$ cat src/rtl/npu_axil_regs.sv
// npu_axil_regs: AXI-Lite slave register block for the NPU control plane.
// Register map (word index = addr[4:2]; addr[11:5] must be zero):
//   0 CTRL (W1 pulse: bit0 start, bit1 clear), 1 STATUS (busy/done/error),
//   2 CLUSTER_EN, 3..6 PE_EN_0..3, 7 CONFIG.
// Ports:
//   clk, rst               clock, asynchronous active-high reset
//   s_axil_aw*/w*/b*       AXI-Lite write address / data / response channels
//   s_axil_ar*/r*          AXI-Lite read address / data channels
//   busy_i/done_i/error_i  core status (done/error are single-cycle pulses)
//   start_o/clear_o        one-cycle pulses to the core
//   cluster_en_o, pe_en_o, config_o  register contents driven to the core
module npu_axil_regs #(
  parameter int unsigned ADDR_WIDTH = 12,
  parameter int unsigned DATA_WIDTH = 32
) (
  input  logic                      clk,
  input  logic                      rst,
  input  logic [ADDR_WIDTH-1:0]     s_axil_awaddr,
  input  logic                      s_axil_awvalid,
  output logic                      s_axil_awready,
  input  logic [DATA_WIDTH-1:0]     s_axil_wdata,
  input  logic [DATA_WIDTH/8-1:0]   s_axil_wstrb,
  input  logic                      s_axil_wvalid,
  output logic                      s_axil_wready,
  output logic [1:0]                s_axil_bresp,
  output logic                      s_axil_bvalid,
  input  logic                      s_axil_bready,
  input  logic [ADDR_WIDTH-1:0]     s_axil_araddr,
  input  logic                      s_axil_arvalid,
  output logic                      s_axil_arready,
  output logic [DATA_WIDTH-1:0]     s_axil_rdata,
  output logic [1:0]                s_axil_rresp,
  output logic                      s_axil_rvalid,
  input  logic                      s_axil_rready,
  input  logic                      busy_i,
  input  logic                      done_i,
  input  logic                      error_i,
  output logic                      start_o,
  output logic                      clear_o,
  output logic [3:0]                cluster_en_o,
  output logic [15:0]               pe_en_o,
  output logic [31:0]               config_o
);

  localparam int unsigned STRB_W = DATA_WIDTH / 8;
  localparam logic [1:0]  RESP_OKAY   = 2'b00;
  localparam logic [1:0]  RESP_SLVERR = 2'b10;

  typedef enum logic [1:0] {W_IDLE = 2'd0, W_COMMIT = 2'd1, W_RESP = 2'd2} wstate_t;
  typedef enum logic {R_IDLE = 1'b0, R_DATA = 1'b1} rstate_t;

  wstate_t r_wstate, w_wstate_nxt;
  rstate_t r_rstate, w_rstate_nxt;

  logic                  r_awready, r_wready, r_bvalid, r_arready, r_rvalid;
  logic [1:0]            r_bresp, r_rresp;
  logic [DATA_WIDTH-1:0] r_rdata;
  logic                  r_aw_held, r_w_held;
  logic [ADDR_WIDTH-3:0] r_awaddr;
  logic [DATA_WIDTH-1:0] r_wdata;
  logic [STRB_W-1:0]     r_wstrb;

  logic [3:0]  r_cluster_en, r_pe_en_0, r_pe_en_1, r_pe_en_2, r_pe_en_3;
  logic [31:0] r_config;
  logic        r_start, r_clear, r_done, r_error;

  logic w_aw_hs, w_w_hs, w_ar_hs, w_aw_have, w_w_have;
  logic w_aw_held_nxt, w_w_held_nxt, w_awready_nxt, w_wready_nxt, w_bvalid_nxt;
  logic w_wr_mapped, w_rd_mapped;
  logic [DATA_WIDTH-1:0] w_rd_data;
  logic [3:0]  w_cluster_en_nxt, w_pe_en_0_nxt, w_pe_en_1_nxt, w_pe_en_2_nxt, w_pe_en_3_nxt;
  logic [31:0] w_config_nxt;
  logic        w_pulse_start, w_pulse_clear, w_start_busy, w_clr_sticky;
  logic        w_unused_addr;

  // Byte-offset address bits carry no information for word registers.
  assign w_unused_addr = ^{s_axil_awaddr[1:0], s_axil_araddr[1:0]};

  assign w_aw_hs   = s_axil_awvalid & r_awready;
  assign w_w_hs    = s_axil_wvalid & r_wready;
  assign w_ar_hs   = s_axil_arvalid & r_arready;
  assign w_aw_have = r_aw_held | w_aw_hs;
  assign w_w_have  = r_w_held | w_w_hs;

  assign w_wr_mapped = (r_awaddr[ADDR_WIDTH-3:3] == '0);
  assign w_rd_mapped = (s_axil_araddr[ADDR_WIDTH-1:5] == '0);

  // Write FSM: state register
  always_ff @(posedge clk or posedge rst) begin
    if (rst) r_wstate <= W_IDLE;
    else     r_wstate <= w_wstate_nxt;
  end

  // Write FSM: next state
  always_comb begin
    w_wstate_nxt = r_wstate;
    case (r_wstate)
      W_IDLE:   if (w_aw_have && w_w_have) w_wstate_nxt = W_COMMIT;
      W_COMMIT: w_wstate_nxt = W_RESP;
      W_RESP:   if (s_axil_bready) w_wstate_nxt = W_IDLE;
      default:  w_wstate_nxt = W_IDLE;
    endcase
  end

  // Write FSM: outputs (next values of the registered channel signals)
  always_comb begin
    w_aw_held_nxt = w_aw_have;
    w_w_held_nxt  = w_w_have;
    if (r_wstate == W_RESP && s_axil_bready) begin
      w_aw_held_nxt = 1'b0;
      w_w_held_nxt  = 1'b0;
    end
    w_awready_nxt = (w_wstate_nxt == W_IDLE) && !w_aw_held_nxt;
    w_wready_nxt  = (w_wstate_nxt == W_IDLE) && !w_w_held_nxt;
    w_bvalid_nxt  = (w_wstate_nxt == W_RESP);
  end

  // Write channel registers and captured AW/W payload
  always_ff @(posedge clk or posedge rst) begin
    if (rst) begin
      r_awready <= 1'b0;
      r_wready  <= 1'b0;
      r_bvalid  <= 1'b0;
      r_bresp   <= RESP_OKAY;
      r_aw_held <= 1'b0;
      r_w_held  <= 1'b0;
      r_awaddr  <= '0;
      r_wdata   <= '0;
      r_wstrb   <= '0;
    end else begin
      r_awready <= w_awready_nxt;
      r_wready  <= w_wready_nxt;
      r_bvalid  <= w_bvalid_nxt;
      r_aw_held <= w_aw_held_nxt;
      r_w_held  <= w_w_held_nxt;
      if (w_aw_hs) r_awaddr <= s_axil_awaddr[ADDR_WIDTH-1:2];
      if (w_w_hs) begin
        r_wdata <= s_axil_wdata;
        r_wstrb <= s_axil_wstrb;
      end
      if (r_wstate == W_COMMIT) r_bresp <= w_wr_mapped ? RESP_OKAY : RESP_SLVERR;
    end
  end

  // Commit datapath: register updates and CTRL pulse decode (clear beats start)
  always_comb begin
    w_cluster_en_nxt = r_cluster_en;
    w_pe_en_0_nxt    = r_pe_en_0;
    w_pe_en_1_nxt    = r_pe_en_1;
    w_pe_en_2_nxt    = r_pe_en_2;
    w_pe_en_3_nxt    = r_pe_en_3;
    w_config_nxt     = r_config;
    w_pulse_start    = 1'b0;
    w_pulse_clear    = 1'b0;
    w_start_busy     = 1'b0;
    if (r_wstate == W_COMMIT && w_wr_mapped) begin
      case (r_awaddr[2:0])
        3'd0: if (r_wstrb[0]) begin
          if (r_wdata[1])      w_pulse_clear = 1'b1;
          else if (r_wdata[0]) begin
            if (busy_i) w_start_busy  = 1'b1;
            else        w_pulse_start = 1'b1;
          end
        end
        3'd2: if (r_wstrb[0]) w_cluster_en_nxt = r_wdata[3:0];
        3'd3: if (r_wstrb[0]) w_pe_en_0_nxt = r_wdata[3:0];
        3'd4: if (r_wstrb[0]) w_pe_en_1_nxt = r_wdata[3:0];
        3'd5: if (r_wstrb[0]) w_pe_en_2_nxt = r_wdata[3:0];
        3'd6: if (r_wstrb[0]) w_pe_en_3_nxt = r_wdata[3:0];
        3'd7: for (int b = 0; b < 4; b++)
                if (r_wstrb[b]) w_config_nxt[8*b +: 8] = r_wdata[8*b +: 8];
        default: ;
      endcase
    end
  end

  assign w_clr_sticky = w_pulse_start | w_pulse_clear;

  // Register file, pulses and sticky status (a set in the same cycle as a clear wins)
  always_ff @(posedge clk or posedge rst) begin
    if (rst) begin
      r_cluster_en <= '0;
      r_pe_en_0    <= '0;
      r_pe_en_1    <= '0;
      r_pe_en_2    <= '0;
      r_pe_en_3    <= '0;
      r_config     <= '0;
      r_start      <= 1'b0;
      r_clear      <= 1'b0;
      r_done       <= 1'b0;
      r_error      <= 1'b0;
    end else begin
      r_cluster_en <= w_cluster_en_nxt;
      r_pe_en_0    <= w_pe_en_0_nxt;
      r_pe_en_1    <= w_pe_en_1_nxt;
      r_pe_en_2    <= w_pe_en_2_nxt;
      r_pe_en_3    <= w_pe_en_3_nxt;
      r_config     <= w_config_nxt;
      r_start      <= w_pulse_start;
      r_clear      <= w_pulse_clear;
      r_done       <= done_i | (r_done & ~w_clr_sticky);
      r_error      <= error_i | w_start_busy | (r_error & ~w_clr_sticky);
    end
  end

  // Read mux; STATUS busy is live, done/error are the sticky copies
  always_comb begin
    w_rd_data = '0;
    if (w_rd_mapped) begin
      case (s_axil_araddr[4:2])
        3'd1:    w_rd_data = DATA_WIDTH'({r_error, r_done, busy_i});
        3'd2:    w_rd_data = DATA_WIDTH'(r_cluster_en);
        3'd3:    w_rd_data = DATA_WIDTH'(r_pe_en_0);
        3'd4:    w_rd_data = DATA_WIDTH'(r_pe_en_1);
        3'd5:    w_rd_data = DATA_WIDTH'(r_pe_en_2);
        3'd6:    w_rd_data = DATA_WIDTH'(r_pe_en_3);
        3'd7:    w_rd_data = DATA_WIDTH'(r_config);
        default: w_rd_data = '0;
      endcase
    end
  end

  // Read FSM: state register
  always_ff @(posedge clk or posedge rst) begin
    if (rst) r_rstate <= R_IDLE;
    else     r_rstate <= w_rstate_nxt;
  end

  // Read FSM: next state
  always_comb begin
    w_rstate_nxt = r_rstate;
    case (r_rstate)
      R_IDLE:  if (w_ar_hs) w_rstate_nxt = R_DATA;
      R_DATA:  if (s_axil_rready) w_rstate_nxt = R_IDLE;
      default: w_rstate_nxt = R_IDLE;
    endcase
  end

  // Read FSM: registered outputs; data/resp only change on an AR handshake
  always_ff @(posedge clk or posedge rst) begin
    if (rst) begin
      r_arready <= 1'b0;
      r_rvalid  <= 1'b0;
      r_rdata   <= '0;
      r_rresp   <= RESP_OKAY;
    end else begin
      r_arready <= (w_rstate_nxt == R_IDLE);
      r_rvalid  <= (w_rstate_nxt == R_DATA);
      if (w_ar_hs) begin
        r_rdata <= w_rd_data;
        r_rresp <= w_rd_mapped ? RESP_OKAY : RESP_SLVERR;
      end
    end
  end

  assign s_axil_awready = r_awready;
  assign s_axil_wready  = r_wready;
  assign s_axil_bvalid  = r_bvalid;
  assign s_axil_bresp   = r_bresp;
  assign s_axil_arready = r_arready;
  assign s_axil_rvalid  = r_rvalid;
  assign s_axil_rdata   = r_rdata;
  assign s_axil_rresp   = r_rresp;
  assign start_o        = r_start;
  assign clear_o        = r_clear;
  assign cluster_en_o   = r_cluster_en;
  assign pe_en_o        = {r_pe_en_3, r_pe_en_2, r_pe_en_1, r_pe_en_0};
  assign config_o       = r_config;

endmodule

$ cat config.mk
export PLATFORM = sky130hd
export DESIGN_NAME = npu_axil_regs
export DESIGN_NICKNAME = d
export VERILOG_FILES = /design/src/rtl/npu_axil_regs.sv
export SDC_FILE = /design/constraint.sdc
export NUM_CORES = 1
export LEC_CHECK = 0
export ABC_AREA = 1
export CAP_MARGIN = 20
export CORE_UTILIZATION = 45
export CTS_CLUSTER_DIAMETER = 120
export CTS_CLUSTER_SIZE = 12
export DETAILED_ROUTE_END_ITERATION = 10
export PLACE_DENSITY = 0.75
export SETUP_SLACK_MARGIN = 0.3
export SLEW_MARGIN = 25
export SYNTH_ARGS = -nofsm -noshare
export SYNTH_HDL_FRONTEND = slang
export SYNTH_SLANG_ARGS = --single-unit
$ cat constraint.sdc
create_clock -name clk -period 6.5 [get_ports clk]
set_input_delay 0.975 -clock clk [delete_from_list [all_inputs] [get_ports clk]]
set_output_delay 0.975 -clock clk [all_outputs]
set_load 0.05 [all_outputs]
Yosys cells after proc, flatten, opt, wreduce, memory -nomap -nowiden

Cells that the tools add are included.

Bits of input ports: 70
Register bits: 147
Output and inout bits: 95
Word-level logic and storage cells: 106

Mux-type cells: 28
Eq/ne operators: 16
Bitwise logic cells: 14
Reduce and logical (&&, ||, !) cells: 21

Operator list:

| cell                                                            | count |
|---|---|
| 32-bit one-hot mux with 7 select lines                          | 1 |
| 32-bit 2-to-1 mux                                               | 1 |
| 3-bit AND reduction                                             | 9 |
| 3-bit == test, second input constant                            | 8 |
| 1-bit 2-to-1 mux                                                | 20 |
| 7-bit logical NOT                                               | 2 |
| 3-bit by 2-bit == test with 1-bit output, second input constant | 4 |
| 2-bit 2-to-1 mux                                                | 4 |
| 1-bit bitwise OR                                                | 6 |
| 2-bit one-hot mux with 3 select lines                           | 1 |
| 1-bit AND                                                       | 5 |
| 1-bit logical AND                                               | 5 |
| 2-bit == test, second input constant                            | 2 |
| 2-bit logical NOT                                               | 2 |
| 3-bit by 1-bit == test with 1-bit output, second input constant | 1 |
| 3-bit logical NOT                                               | 1 |
| 1-bit inverter                                                  | 3 |
| 2-bit by 1-bit == test with 1-bit output, second input constant | 1 |
| 1-bit logical NOT                                               | 2 |
| 1-bit one-hot mux with 2 select lines                           | 1 |

Longest topological paths before layout

Gate-level depths: netlist of run 1.

Depth after elaboration: 10
Mapped depth: 8
Gate-level depth less buffers: 8

Least setup slack after synthesis of run 1

Ideal clock, no wire load.

Path kind: input port to flip-flop
From: in s_axil_wvalid
To: reg r_wdata[31]
Required time: 6368 ps
Setup time: 132 ps
Path slack: 4667 ps
Cell stages on the path: 5
Buffers on the path: 2
Arrival: 1701 ps
Cell sequence: nand2_1 clkinv_1 buf_2 clkbuf_1 o21ai_0

Word-level cells in the longest chain between the ends: 1

RTL lines:

| element              | line | RTL |
|---|---|---|
| from (decl)          | 23   | `input logic s_axil_wvalid,` |
| 1-bit AND            | 80   | `assign w_w_hs = s_axil_wvalid & r_wready;` |
| to (signal assigned) | 138  | `r_wdata <= s_axil_wdata;` |
| to (decl)            | 60   | `logic [DATA_WIDTH-1:0] r_wdata;` |

Every way passes these cells.
A chain may end at the register's enable or synchronous reset.

Worst setup path after layout of run 1

From: in s_axil_araddr[4]
To: reg r_rdata[10] (netlist: s_axil_rdata[10])

Word-level cells in the longest chain between the ends: 3
Elaborated cells between the ends (all ways): 9
Classes of those cells: eq/ne: 7; mux: 2

RTL lines:

| element                                    | line | RTL |
|---|---|---|
| from (decl)                                | 28   | `input logic [ADDR_WIDTH-1:0] s_axil_araddr,` |
| 3-bit == test (tied with other cells)      | 210  | `case (s_axil_araddr[4:2])` |
| 32-bit one-hot mux with 7 select lines (*) | 210  |  |
| 32-bit 2-to-1 mux (*)                      | 209  | `if (w_rd_mapped) begin` |
| to (signal assigned)                       | 250  | `r_rdata <= w_rd_data;` |
| to (decl)                                  | 57   | `logic [DATA_WIDTH-1:0] r_rdata;` |

Mark *: on every way between the ends. The rest lies on a longest branch, timed or not.

==> metrics.txt, run 1 <==
status=finished, final reports clean; Antenna Nets Post-Route=0; end of the critical path=s_axil_rdata[10]$_DFFE_PP0P_; vias per cell=around 5; post-layout min period=2.66 ns; GRT overflow=0; reg2reg start=s_axil_wready$_DFF_PP0_; Clock Latency Late Sink=0.42 ns; Psw=between 0.0009 and 0.001 W; WP data arrival=2.98 ns; Row Count=42; flop2flop setup slack=4.64 ns; Slew headroom=~36%; clk_skew=0.0102 ns; reg-to-reg endpoint=s_axil_wready$_DFF_PP0_; most frequent cells in the layout=185 x nand2_1, 158 x clkdlybuf4s50_1, 145 x dfrtp_1, 90 x inv_1, 84 x o21ai_0; post-CTS setup buffers=0; Hold Fails Final Rpt=0; CTS resizes=0; synthesized area=6130 sq um; Placer Congestion=0.858; register area share after synthesis=59.2%; Critical Path Fanout Max=28; CP required=6.81 ns; largest net degree at the start of global routing=78; CTS tree=yes; die area=14100 sq um; Startpoint Class=input port; DR DRC count=0; initial antenna violation count=0; R2R depth=6; Max Root-Sink Buffers=2; Seq pwr share=40.0%; Distinct cells, synth=28; hold_buf cts=0; Die H=between 100 and 150 um; first-pass GRT wire length=24500 um; Pwr Density=349 nW/um^2; Max Clk Rate=between 300 and 400 MHz; routed len/inst=14.7 um; area growth from synthesis to layout=38.6%; total track usage=22.4%; Syn. warnings=0; CTS clock-pin slew for the worst setup and hold paths=0.06 ns; H-tree level count=4; pre-CTS setup slack=3.41 ns; Initial Util=46.3%; drt pass-1 iters=5; clock share of power=37.2%; post-synthesis area per instance=between 9 and 10 sq um; Synth Register Bits=approximately 150; Final #Nets=895; CTS Sinks=around 150; CP endpoint kind=register; Root Buffer=clkbuf_16; pins over their slew limit=0; Ant. Diodes=0; total number of vias=between 4000 and 5000; Leak Pwr=between 3 and 4 nW; Max rail drop VDD=a little under 0.2 mV; Crit. Startpoint=s_axil_araddr[4]; hold crit path type=register to register; Final setup viols=0; # IOs=between 150 and 200; PnR worst setup slack=~3.8 ns; placement-stage cell area=a little under 8000 sq um; critical setup path kind=input port to register; RSZ-0062 raised after global routing=false; total CTS buffers=17; IO Port Bufs=between 150 and 200; Detail Placement HPWL=just over 10000 um; number of global-route vias before repair=5040; Comb pwr share=22.8%; setup TNS=0 ns; Core Box Area=13200 sq um; routed wire length=14900 um; internal power=0.00203 W; Max Cap Viol=0; 1st-iter DRT viols=~320; Syn Inst Count=669; Net Sw Frac=31.6%; share of cells above drive strength 1=10.4%; die width=around 120 um; Tcrit/Tclk final=41.0%; commonest non-fill, non-tap cell in the layout=nand2_1; Post-Layout Inst Area=roughly 8500 sq um; Tightest Pin Transition=~0.96 ns
==> worst max-delay path, stage by stage <==
cell,delay [ns]
clkdlybuf4s50_1,0.78
nand3_1,0.17
inv_1,0.18
nand3_2,0.49
o21ai_0,0.38
==> cell type report <==
cell class                      instances  area [sq um]
Fill cell                            1088          4750
Sequential cell                       145          3630
Multi-Input combinational cell        408          2020
Timing Repair Buffer                  160          1600
Clock buffer                           20           457
Inverter                               93           354
Tap cell                              176           220
Clock inverter                         12           210
==> cells by family after synthesis <==
logic type,after synthesis,synth area share (%)
AO/OA/AOI/OAI,124,12.1
other,1,0.0612
buffers and inverters,117,7.84
AND/OR/NAND/NOR,282,20.7
flip-flops,145,59.2
==> flip-flops by register name, indices dropped and copies added (netlist names) <==
name,flops
r_error,1
s_axil_rresp,1
r_pe_en_1,4
s_axil_arready,1
s_axil_awready,1
s_axil_rvalid,1
s_axil_bvalid,1
s_axil_bresp,1
r_w_held,1
r_wstrb,4
s_axil_wready,1
clear_o,1
s_axil_rdata,32
r_wdata,32
r_wstate,2
r_pe_en_3,4
r_aw_held,1
start_o,1
r_awaddr,10
config_o,32
r_pe_en_2,4
r_done,1
r_pe_en_0,4
cluster_en_o,4
==> through the flow <==
| step | total power (W) | utilization (%) | std cells | hold WS, ns |
|---|---|---|---|---|
| 6_report | 0.00296 | 64.1 | 1014 | 0.477 |
| 3_3_place_gp | 0.00184 | 59.1 | 982 | 0.464 |
| 3_5_place_dp | 0.00187 | 59.1 | 982 | 0.470 |
| 5_1_grt | 0.00311 | 64.1 | 1014 | 0.497 |
| 2_1_floorplan | 0.00165 | - | 670 | 0.468 |
| 4_1_cts | 0.00299 | 64.1 | 1014 | 0.485 |
==> power by group through the flow <==
| stage | Clock, W | Sequential, W | Combinational (W) |
|---|---|---|---|
| 2_1_floorplan | 0 | 0.00128 | 0.000365 |
| 3_3_place_gp | 0 | 0.00119 | 0.000647 |
| 3_5_place_dp | 0 | 0.00120 | 0.000676 |
| 4_1_cts | 0.00112 | 0.00119 | 0.000684 |
| 5_1_grt | 0.00115 | 0.00121 | 0.000748 |
| 6_report | 0.00110 | 0.00119 | 0.000676 |
==> worst min path at each step <==
stage                                           start                           to  slack, ns  cells past startpoint
after floorplan                      r_done$_DFF_PP0_             r_done$_DFF_PP0_       0.47                      2
after global placement    s_axil_rdata[1]$_DFFE_PP0P_  s_axil_rdata[1]$_DFFE_PP0P_       0.46                      2
after detailed placement  s_axil_rdata[2]$_DFFE_PP0P_  s_axil_rdata[2]$_DFFE_PP0P_       0.47                      2
after CTS                 s_axil_rdata[2]$_DFFE_PP0P_  s_axil_rdata[2]$_DFFE_PP0P_       0.48                      2
after global routing      s_axil_rdata[2]$_DFFE_PP0P_  s_axil_rdata[2]$_DFFE_PP0P_       0.50                      2
final                     s_axil_rdata[2]$_DFFE_PP0P_  s_axil_rdata[2]$_DFFE_PP0P_       0.48                      2
==> Yosys cell counts, drive strengths merged <==
cell / count / share of area (%)
a21oi: 1 / 0.082
and3: 1 / 0.10
buf: 9 / 1.2
clkbuf: 15 / 0.92
clkinv: 1 / 0.061
conb: 1 / 0.061
dfrtp: 145 / 59
inv: 92 / 5.6
nand2: 193 / 12
nand3: 21 / 2.8
nand3b: 2 / 0.25
nand4: 18 / 1.8
nor2: 38 / 2.7
nor3: 7 / 0.65
o21a: 1 / 0.12
o21ai: 122 / 12
or2: 2 / 0.20
==> layer usage <==
metal | up-vias | share of wire [%] | global-route usage, %
met3 | 30 | 5.8 | 5.89
li1 | 2430 | - | -
met5 | - | 0 | 0
met2 | 156 | 49 | 36.1
met1 | 2380 | 43 | 27.9
met4 | 0 | 2.9 | 10.8
Power figures use the tool's default switching activity.
==> run 2, diff against run 1 <==
- clock period: 6.5 -> 2.5 ns (I/O delays scaled with it)
==> metrics.txt, run 2 (synthesis gave the netlist of run 1 again) <==
setup TNS=0 ns; first-pass GRT wire length=between 20000 and 25000 um; Clock Latency Late Sink=just over 0.4 ns; internal power=0.00503 W; Tightest Pin Transition=0.630 ns; Slowest cell on crit path=clkdlybuf4s50_1; status=finished, final reports clean; total track usage=21.4%; Tcrit/Tclk final=around 80%; Detail Placement HPWL=around 10000 um; CP required=2.12 ns; initial antenna violation count=0; Psw=0.00238 W; drt pass-1 iters=6; Fillers=1093; RSZ-0062 raised after global routing=false; Row Count=42; Final Util=64.0%; # IOs=165; Max Clk Rate=494 MHz; total CTS buffers=17; Root Buffer=clkbuf_16; H-tree level count=4; post-CTS setup buffers=0; post-layout min period=2.02 ns; Net Sw Frac=32.1%; CTS Sinks=145; share of cells above drive strength 1=approximately a tenth; CTS clock-pin slew for the worst setup and hold paths=about 0.060 ns; DR DRC count=0; clk_skew=0.00613 ns; Critical Path Fanout Max=3; critical setup path kind=register to output port; Max Root-Sink Buffers=2; Hold Fails Final Rpt=0; number of global-route vias before repair=between 4000 and 5000; largest net degree at the start of global routing=between 100 and 150; Seq pwr share=41.6%; hold crit path type=input port to async pin; hold_buf cts=0; GRT overflow=0; Final #Nets=900; Antenna Nets Post-Route=0; Startpoint Class=register; crit path buf inv count=1; CP Cell Sequence=clkdlybuf4s50_1; Max Cap Viol=0; hold_ws=0.439 ns; routed len/inst=between 10 and 15 um; routed wire length=14500 um; Die H=119 um; CTS resizes=0; CP max stage delay=0.83 ns; Placer Congestion=0.886; CP top delay family=buffers and inverters; WP data arrival=1.65 ns; area growth from synthesis to layout=38.3%; die width=around 120 um; pre-CTS setup slack=roughly 0.38 ns; Ant. Diodes=0; total number of vias=5004; Max rail drop VDD=0.582 mV; commonest non-fill, non-tap cell in the layout=nand2_1; Initial Util=~46%; most frequent cells in the layout=185 x nand2_1, 158 x clkdlybuf4s50_1, 145 x dfrtp_1, 90 x inv_1, 84 x o21ai_0; Slew headroom=approximately 58%; 1st-iter DRT viols=350; pins over their slew limit=0; CTS tree=yes; Core Box Area=13200 sq um; CP endpoint kind=output port; Pwr Density=about 870 nW/um^2; IO Port Bufs=158; die area=14100 sq um; Comb pwr share=23.8%; PnR worst setup slack=between 0.4 and 0.5 ns; clock share of power=34.6%; Leak Pwr=3.78 nW; vias per cell=4.93; Final setup viols=0
## run 2: changes by cell type in the layout (fill, tap and decap cells not counted)
| cell | before | now |
|---|---|---|
| clkinv_2 | 6 | 3 |
| buf_6 | 1 | 0 |
| buf_12 | 0 | 2 |
| clkbuf_8 | 2 | 4 |
| inv_6 | 1 | 0 |
| clkinvlp_4 | 0 | 1 |
| bufinv_16 | 6 | 3 |
| clkbuf_1 | 1 | 2 |
| buf_4 | 1 | 5 |
## run 2: path summary, 6_finish.rpt
check | slack, ns | end | cells after the start | startpoint
worst max-delay path | 0.48 | config_o[24] | 1 | config_o[24]$_DFFE_PP0P_
worst min-delay path | 0.44 | s_axil_awready$_DFF_PP0_ | 3 | rst
worst max register to register | 0.86 | r_pe_en_3[3]$_DFFE_PP0P_ | 5 | r_awaddr[8]$_DFFE_PP0P_
worst min register to register | 0.48 | s_axil_rdata[1]$_DFFE_PP0P_ | 2 | s_axil_rdata[1]$_DFFE_PP0P_
max in group asynchronous | 1.53 | config_o[1]$_DFFE_PP0P_ | 3 | rst
min in group clk | 0.48 | s_axil_rdata[1]$_DFFE_PP0P_ | 2 | s_axil_rdata[1]$_DFFE_PP0P_
## run 2: power groups by stage
stage                     clock (W)  sequential, W  combinational [W]
final                       0.00256        0.00308            0.00176
after global routing        0.00270        0.00313            0.00196
after CTS                   0.00260        0.00308            0.00179
after detailed placement          0        0.00312            0.00177
after global placement            0        0.00309            0.00171
after floorplan                   0        0.00334           0.000949
## run 2: stage by stage
step / instances / cell area, sq um / power (W)
after global placement: 987 / 7880 / 0.00481
after CTS: 1016 / 8470 / 0.00747
final: 1016 / 8470 / 0.00741
after detailed placement: 987 / 7880 / 0.00489
after global routing: 1016 / 8470 / 0.00779
after floorplan: 670 / 6130 / 0.00429
## run 2: final cells by class
type,count,area (sq um),share of cell area [%]
Sequential cell,145,3630,42.8
Multi-Input combinational cell,408,2020,23.8
Timing Repair Buffer,165,1660,19.6
Clock buffer,23,488,5.76
Inverter,93,353,4.16
Tap cell,176,220,2.60
Clock inverter,6,105,1.24
## run 2: tightest hold or removal path: stages
cell and delay, ns:
clkdlybuf4s50_1 0.44, clkinvlp_4 0.10, buf_4 0.35
## run 2: layer usage
layer	up-vias	part of all wire [%]	global-route usage, %
met5	-	0	0
met4	0	2.9	10.2
met3	29	6.1	4.83
met2	178	48	33.8
met1	2362	43	28.0
li1	2435	-	-
==> run 3, diff against run 2 <==
- clock period: 2.5 -> 1.9 ns (I/O delays scaled with it)
==> metrics.txt, run 3 (synthesis gave the netlist of run 1 again) <==
Detail Placement HPWL=10800 um; drt pass-1 iters=5; area growth from synthesis to layout=41.8%; largest net degree at the start of global routing=68; Max Root-Sink Buffers=2; Pwr Density=between 1000 and 1500 nW/um^2; Max rail drop VDD=0.636 mV; total CTS buffers=17; CP top delay family=buffers and inverters; Clock Latency Late Sink=0.43 ns; R2R depth=6; total track usage=23.1%; Comb pwr share=a little under a quarter; internal power=0.00676 W; die area=about 14000 sq um; hold crit path type=input port to async pin; pre-CTS setup slack=0.206 ns; Row Count=42; CTS Sinks=roughly 150; crit path buf inv count=1; reg2reg start=r_wstate[1]$_DFF_PP0_; Core Box Area=13200 sq um; 1st-iter DRT viols=269; CP required=1.62 ns; Psw=roughly 0.0033 W; H-tree level count=4; initial antenna violation count=0; clk_skew=0.0173 ns; Die H=around 120 um; CP Cell Sequence=dlygate4sd2_1; clock share of power=35.8%; Max Clk Rate=~640 MHz; Tcrit/Tclk final=roughly 82%; total number of vias=5142; WP data arrival=1.28 ns; hold_buf cts=0; Fillers=1070; Final setup viols=0; die width=around 120 um; total power=0.0100 W; CTS clock-pin slew for the worst setup and hold paths=~0.060 ns; vias per cell=4.97; Antenna Nets Post-Route=0; CP endpoint kind=output port; Root Buffer=clkbuf_16; Net Sw Frac=32.5%; CP max stage delay=0.53 ns; Final #Nets=916; Initial Util=46.3%; most frequent cells in the layout=184 x nand2_1, 145 x dfrtp_1, 90 x inv_1, 82 x o21ai_0, 65 x clkdlybuf4s50_1; critical setup path kind=register to output port; number of global-route vias before repair=between 5000 and 6000; GRT overflow=0; Startpoint Class=register; status=finished, final reports clean; Critical Path Fanout Max=2; Placer Congestion=0.893; Slowest cell on crit path=dlygate4sd2_1; pins over their slew limit=0; PnR worst setup slack=roughly 0.33 ns; Hold Fails Final Rpt=0; register area=roughly 3600 sq um; RSZ-0062 raised after global routing=true; CTS tree=yes; share of cells above drive strength 1=21.0%; Levels on crit path=1; IO Port Bufs=158; flop2flop setup slack=0.38 ns; post-layout min period=1.57 ns; multi-input logic area=2040 sq um; DR DRC count=0; Ant. Diodes=0; setup TNS=0 ns; hold_ws=0.175 ns; routed wire length=roughly 15000 um; routed len/inst=around 15 um; commonest non-fill, non-tap cell in the layout=nand2_1; Leak Pwr=just under 4 nW; # IOs=approximately 170; Max Cap Viol=0; Seq pwr share=40.6%; first-pass GRT wire length=between 20000 and 30000 um; reg-to-reg endpoint=r_pe_en_1[0]$_DFFE_PP0P_
## run 3: cell type report
class	instances	area share, %
Sequential cell	145	41.8
Clock inverter	9	1.76
Multi-Input combinational cell	409	23.5
Clock buffer	23	5.62
Tap cell	176	2.54
Inverter	93	4.06
Timing Repair Buffer	180	20.7
## run 3: repair_timing
action,4_1_cts,5_1_grt
resized for setup,208,41
gates cloned,1,0
setup buffers,2,5
pin swaps,3,5
setup endpoints to repair,96,80
## run 3: stage by stage
step	area [sq um]	util [%]	std cells
2_1_floorplan	6130	-	670
3_3_place_gp	7970	60.2	995
3_5_place_dp	7970	60.2	995
4_1_cts	8690	65.6	1030
5_1_grt	8690	65.6	1035
6_report	8690	65.6	1035
## run 3: per-layer routing
layer	vias up	routed length, um	GRT usage, %	part of all wire [%]
li1	2471	-	-	-
met1	2466	6520	28.5	42
met2	171	7630	38.5	50
met3	34	829	5.60	5.4
met4	0	364	10.0	2.4
met5	-	0	0	0
## run 3: power by group through the flow
stage | sequential, W | combinational [W] | clock [W]
2_1_floorplan | 0.00440 | 0.00125 | 0
3_3_place_gp | 0.00407 | 0.00228 | 0
3_5_place_dp | 0.00410 | 0.00237 | 0
4_1_cts | 0.00406 | 0.00237 | 0.00363
5_1_grt | 0.00413 | 0.00262 | 0.00378
6_report | 0.00407 | 0.00237 | 0.00358
## run 3: worst max-delay path by stage
stage | start | end | slack [ns]
floorplan | rst | clear_o$_DFF_PP0_ | -0.20
global placement | s_axil_araddr[2] | s_axil_rdata[3]$_DFFE_PP0P_ | 0.24
detailed placement | s_axil_araddr[4] | s_axil_rdata[22]$_DFFE_PP0P_ | 0.21
CTS | config_o[9]$_DFFE_PP0P_ | config_o[9] | 0.22
global route | r_awaddr[6]$_DFFE_PP0P_ | r_pe_en_2[3]$_DFFE_PP0P_ | 0.24
finish | s_axil_rresp[1]$_DFFE_PP0P_ | s_axil_rresp[1] | 0.33
